### config.mk
export PLATFORM = sky130hd
export DESIGN_NAME = hazard_forward_ctrl
export DESIGN_NICKNAME = d
export VERILOG_FILES = /design/src/rtl/hazard_forward_ctrl.sv
export SDC_FILE = /design/constraint.sdc
export NUM_CORES = 1
export LEC_CHECK = 0
export CORE_MARGIN = 2
export CORE_UTILIZATION = 59
export CTS_BUF_LIST = sky130_fd_sc_hd__clkbuf_4 sky130_fd_sc_hd__clkbuf_8
export DETAILED_ROUTE_END_ITERATION = 16
export DONT_BUFFER_PORTS = 1
export PLACE_DENSITY = 0.78
export SETUP_SLACK_MARGIN = 0.3
export SLEW_MARGIN = 20
export SYNTH_ARGS = -nofsm -noshare
export SYNTH_HDL_FRONTEND = slang
export SYNTH_SLANG_ARGS = --single-unit
### constraint.sdc
create_clock -name Clk -period 1.7 [get_ports Clk]
set_clock_uncertainty 0.1 [all_clocks]
set_input_delay 0.255 -clock Clk [delete_from_list [all_inputs] [get_ports Clk]]
set_output_delay 0.255 -clock Clk [all_outputs]
set_load 0.05 [all_outputs]
### src/rtl/hazard_forward_ctrl.sv
// Hazard and forwarding control for the 5-stage MIPS32 pipeline.
// Covers EX operand forwarding, load-use stalls, mult/div stall sequencing and a stall counter.
module hazard_forward_ctrl #(
    parameter int MD_LATENCY = 4,
    parameter int CNT_W      = 16
) (
    input  logic             Clk,
    input  logic             Reset,
    input  logic [4:0]       Rs_EX,
    input  logic [4:0]       Rt_EX,
    input  logic [4:0]       Rd_MEM,
    input  logic             RegWrite_MEM,
    input  logic [4:0]       Rd_WB,
    input  logic             RegWrite_WB,
    input  logic             MemRead_EX,
    input  logic [4:0]       Rs_ID,
    input  logic [4:0]       Rt_ID,
    input  logic             MD_Start_ID,
    output logic [1:0]       Forward_A,
    output logic [1:0]       Forward_B,
    output logic             PC_Write,
    output logic             IF_ID_Write,
    output logic             ID_EX_Flush,
    output logic             MD_Busy,
    output logic             MD_Done,
    output logic [CNT_W-1:0] Stall_Cycles
);

    typedef enum logic {
        IDLE    = 1'b0,
        MD_BUSY = 1'b1
    } state_t;

    state_t     state;
    logic [3:0] count;
    logic       load_use;
    logic       stall;

    // MEM result is younger than WB, so it takes priority
    function automatic logic [1:0] fwd_sel(
        input logic [4:0] src,
        input logic [4:0] rd_mem,
        input logic       we_mem,
        input logic [4:0] rd_wb,
        input logic       we_wb
    );
        logic [1:0] sel;
        sel = 2'b00;
        if (we_mem && rd_mem != 5'd0 && rd_mem == src)
            sel = 2'b10;
        else if (we_wb && rd_wb != 5'd0 && rd_wb == src)
            sel = 2'b01;
        return sel;
    endfunction

    assign Forward_A = fwd_sel(Rs_EX, Rd_MEM, RegWrite_MEM, Rd_WB, RegWrite_WB);
    assign Forward_B = fwd_sel(Rt_EX, Rd_MEM, RegWrite_MEM, Rd_WB, RegWrite_WB);

    assign load_use = MemRead_EX && (Rt_EX != 5'd0)
                   && (Rt_EX == Rs_ID || Rt_EX == Rt_ID);

    assign MD_Busy = (state == MD_BUSY);
    assign MD_Done = (state == MD_BUSY) && (count == 4'd0);

    // Load-use only matters in IDLE; a busy front end is already held
    assign stall       = MD_Busy || load_use;
    assign PC_Write    = !stall;
    assign IF_ID_Write = !stall;
    assign ID_EX_Flush = stall;

    always_ff @(posedge Clk or posedge Reset) begin
        if (Reset) begin
            state <= IDLE;
            count <= 4'd0;
        end else begin
            unique case (state)
                IDLE: begin
                    if (!load_use && MD_Start_ID) begin
                        state <= MD_BUSY;
                        count <= 4'(MD_LATENCY - 1);
                    end
                end
                MD_BUSY: begin
                    if (count == 4'd0)
                        state <= IDLE;
                    else
                        count <= count - 4'd1;
                end
                default: begin
                    state <= IDLE;
                    count <= 4'd0;
                end
            endcase
        end
    end

    always_ff @(posedge Clk or posedge Reset) begin
        if (Reset)
            Stall_Cycles <= '0;
        else if (!PC_Write && Stall_Cycles != '1)
            Stall_Cycles <= Stall_Cycles + CNT_W'(1);
    end

endmodule

==> run summary, run 1 <==
status - did not finish
last step reached - global routing (5_1_grt)
Run Error - [ERROR DPL-0038] Utilization greater than 100%, impossible to legalize
Async S/R FF share, synth - 1.00
port bufs - 0
Post-synth EDFFs - 0
area fraction of the dominant cell type after synthesis - 0.339
most frequent cells after synthesis - xor2_1, dfrtp_1, xnor2_1
H-tree depth - 1
CTS buffer count - 3
Primary FF master, synth - dfrtp_1
sequential fraction of the synthesis area - 0.339
global placer's final weighted congestion - 0.890
Die X - 55.3 µm
CTS Buffer Depth - 2
Root Buffer - clkbuf_4
number of core rows - 18
Mapped Area - 1550 µm²
Cell variety after synth - 34
IO Count - 61
Worst End Pin Type - register input
cells after synthesis - 155
Worst Endpoint after GRT Repair - Stall_Cycles[12]$_DFFE_PP0P_/D
DP Wirelength - 3.34 mm
largest net degree at the start of global routing - 22
largest cells by area after synthesis - dfrtp_1, xor2_1, xnor2_1, nor3_2, nand3_1
cell taking the most area after synthesis - dfrtp_1
Synth Register Bits - 21
CTS sink cnt - 21
Die Y - 55.3 µm
count leader, synth - xor2_1
Synthesized Nets - 193
effective utilization at floorplan - 0.626
Syn Area/Cell - 10.0 µm²
Yosys warnings - 0
## what timing repair did
item	CTS
resized for setup	36
hold endpoints to repair	22
buffers inserted	11
pin swaps	12
endpoints found under the setup margin	29
hold buffers	2
## kinds of logic after synthesis
family,synth area share
and+or+nand+nor,0.264
DFF,0.339
adders and majority gates,0.0161
AOI/OAI and AO/OA,0.0517
muxes,0.0210
buffers and inverters,0.0597
xor gates and xnor gates,0.249
## through the flow
stage	utilization	setup WS [ps]	area (µm²)	setup TNS (ps)	cells
2_1_floorplan	-	-352	1830	-4210	155
3_3_place_gp	0.841	-185	2080	-399	213
3_5_place_dp	0.841	-265	2080	-920	213
4_1_cts	0.960	-196	2380	-637	230
==> run 2, diff against run 1 <==
- CORE_UTILIZATION: 59 -> 40
- CTS_BUF_LIST: sky130_fd_sc_hd__clkbuf_4 sky130_fd_sc_hd__clkbuf_8 -> unset
- PLACE_DENSITY: 0.78 -> unset
- PLACE_DENSITY_LB_ADDON: unset -> 0.15
- SETUP_SLACK_MARGIN: 0.3 -> unset
- clock period: 1.7 -> 2.2 ns (I/O delays scaled with it)
==> run 2 against run 1 <==
  * Area after synthesis unchanged
  * The flow now finishes without violations
  * Synthesized cell count unchanged
==> run summary, run 2 <==
Register-to-Register Path Depth - 7
Crit path buffers/inverters - 1
Post-synth EDFFs - 0
post-route clock period utilization - 0.933
leakage power - 0.852 nW
Synth Register Bits - 21
hold crit path type - input port to asynchronous set/reset pin
Iteration-0 DRC Markers - 24
Global Route met3 Usage - 0.0375
critical path required time - 1770 ps
DRT Pass-1 Iters - 4
Cell Int Power - 1.00 mW
CTS tree - done
Post-DRT Antenna Nets - 0
grt peak-use layer - met2
Setup crit end kind - primary output
DP Wirelength - 2.84 mm
Die Y - 66.3 µm
worst slew pin tran - 823 ps
Slew headroom - 0.451
Most flops, register - Stall_Cycles
CP startpoint kind - input port
final max-slew violation count - 0
Fillers - 370
most common cell after layout, fill and taps aside - xor2_1
Flop pwr share - 0.298
Mapped Area - 1550 µm²
Cell variety after synth - 34
Root Buffer - clkbuf_8
cell taking the most area after synthesis - dfrtp_1
Total Wirelength - 3.38 mm
Pwr Density - 1060 nW/µm²
count leader, synth - xor2_1
Total GRT Usage - 0.171
Crit path largest cell delay - 590 ps
number of core rows - 22
unrepaired setup endpoints after global routing - false
slowest stage cell on the critical path - or4_1
status - complete, no violations
effective utilization at floorplan - 0.420
final setup fails - 0
Sw Pwr - 998 µW
IO Count - 61
largest cells by area after synthesis - dfrtp_1, xor2_1, xnor2_1, nor3_2, nand3_1
most frequent cells after synthesis - xor2_1, dfrtp_1, xnor2_1
vias in the first global route - 1335
clock-pin slew on the worst setup and hold paths - 80 ps
Max Fclk - 487 MHz
Post-CTS Setup Repair Bufs - 0
fin util - 0.514
area fraction of the dominant cell type after synthesis - 0.339
minimum clock period - 2050 ps
Cell Chain, Critical Path - or4_1, o21ai_0, or4_1, nor4_4, buf_12
Async S/R FF share, synth - 1.00
crit-path leading delay family - simple AND/OR/NAND/NOR gates
met1 Use GR - 0.191
DIE AREA - 4390 µm²
Final nets - 217
clock share of power - 0.126
CTS Buffer Depth - 2
global placer's final weighted congestion - 0.775
most numerous cell on the critical path - or4_1
share of post-route cells with drive strength above 1 - 0.309
Crit Path Category - input port to primary output
Fin. Hold Viols - 0
Die X - 66.3 µm
stages on the worst setup path - 5
most frequent cells in the layout - xor2_1, buf_4, dfrtp_1
Syn Area/Cell - 10.0 µm²
Yosys warnings - 0
DR DRC count - 0
Post-CTS Resized - 0
Antenna Cells - 0
Max Cap Viol - 0
P&R area growth vs syn - 22.2%
logic gate share of total power - 0.576
drt via density - 5.33
# hold bufs at CTS - 0
CTS sink cnt - 21
CP arrival - 1620 ps
cells after synthesis - 155
Sw Ratio - 0.499
VDD IR max - 381 µV
sequential fraction of the synthesis area - 0.339
reg2reg setup slack - 270 ps
Primary FF master, synth - dfrtp_1
Synthesized Nets - 193
Core ar. - 3690 µm²
worst-path fanout max - 3
Fin Setup TNS - 0 ps
Worst-Skew Late Latency - 260 ps
max reg flops - 16
H-tree depth - 1
grt ovf - 0
initial antenna violation count - 0
largest net degree at the start of global routing - 22
CTS buffer count - 3
drt wl/cell - 14.9 µm
first-pass GRT wire length - 5.87 mm
port bufs - 0
Vias - 1205
GR Util met2 - 0.323
## run 2: cell counts after synthesis
Identical to the previous run, type by type.
## run 2: area by class of cell
cell class / count / area, µm² / share of cell area
well taps: 48 / 60.1 / 0.0317
clock inverters: 1 / 5.00 / 0.00264
inverters: 6 / 22.5 / 0.0119
repair buffers: 27 / 228 / 0.120
multi-input cells: 120 / 1010 / 0.534
clock buffers: 3 / 41.3 / 0.0218
flip-flops and latches: 21 / 526 / 0.277
## run 2: metal layers
| layer | share of wire | vias to the layer above |
|---|---|---|
| li1 | - | 581 |
| met1 | 0.38 | 576 |
| met2 | 0.54 | 44 |
| met3 | 0.067 | 4 |
| met4 | 0.0092 | 0 |
| met5 | 0 | - |
## run 2: cells by family (layout without fill, tap and decap cells)
kind of cell	Yosys count	in the layout	share of synthesized area
buffers and inverters	14	37	0.0597
muxes	3	3	0.0210
adders and majority gates	2	2	0.0161
DFF	21	21	0.339
AOI/OAI and AO/OA	9	9	0.0517
xor gates and xnor gates	44	44	0.249
and+or+nand+nor	62	62	0.264
## run 2: path summary, 6_finish.rpt
kind                                                 to                        start
max                                        Forward_B[0]                     Rd_WB[2]
min                        Stall_Cycles[12]$_DFFE_PP0P_                        Reset
max reg2reg                 Stall_Cycles[8]$_DFFE_PP0P_  Stall_Cycles[5]$_DFFE_PP0P_
min reg2reg                        count[0]$_DFFE_PP0P_         count[0]$_DFFE_PP0P_
max in group asynchronous  Stall_Cycles[15]$_DFFE_PP0P_                        Reset
min in group Clk                      MD_Busy$_DFF_PP0_                  MD_Start_ID
## run 2: power by group through the flow
| stage | Clock, mW | Combinational (mW) | Sequential, mW |
|---|---|---|---|
| 3_3_place_gp | 0 | 1.12 | 0.594 |
| 2_1_floorplan | 0 | 0.599 | 0.887 |
| 6_report | 0.251 | 1.15 | 0.596 |
| 3_5_place_dp | 0 | 1.16 | 0.605 |
| 4_1_cts | 0.264 | 1.17 | 0.597 |
| 5_1_grt | 0.281 | 1.25 | 0.617 |
## run 2: metrics by stage
step	hold WS [ps]	instance area [µm²]	instances	setup slack (ps)	total power, mW
3_5_place_dp	323	1850	222	161	1.77
4_1_cts	37.3	1890	226	155	2.03
6_report	14.3	1890	226	146	2.00
2_1_floorplan	207	1630	155	-51.8	1.49
5_1_grt	72.0	1890	226	126	2.15
3_3_place_gp	314	1850	222	186	1.72
Power figures use the tool's default switching activity.
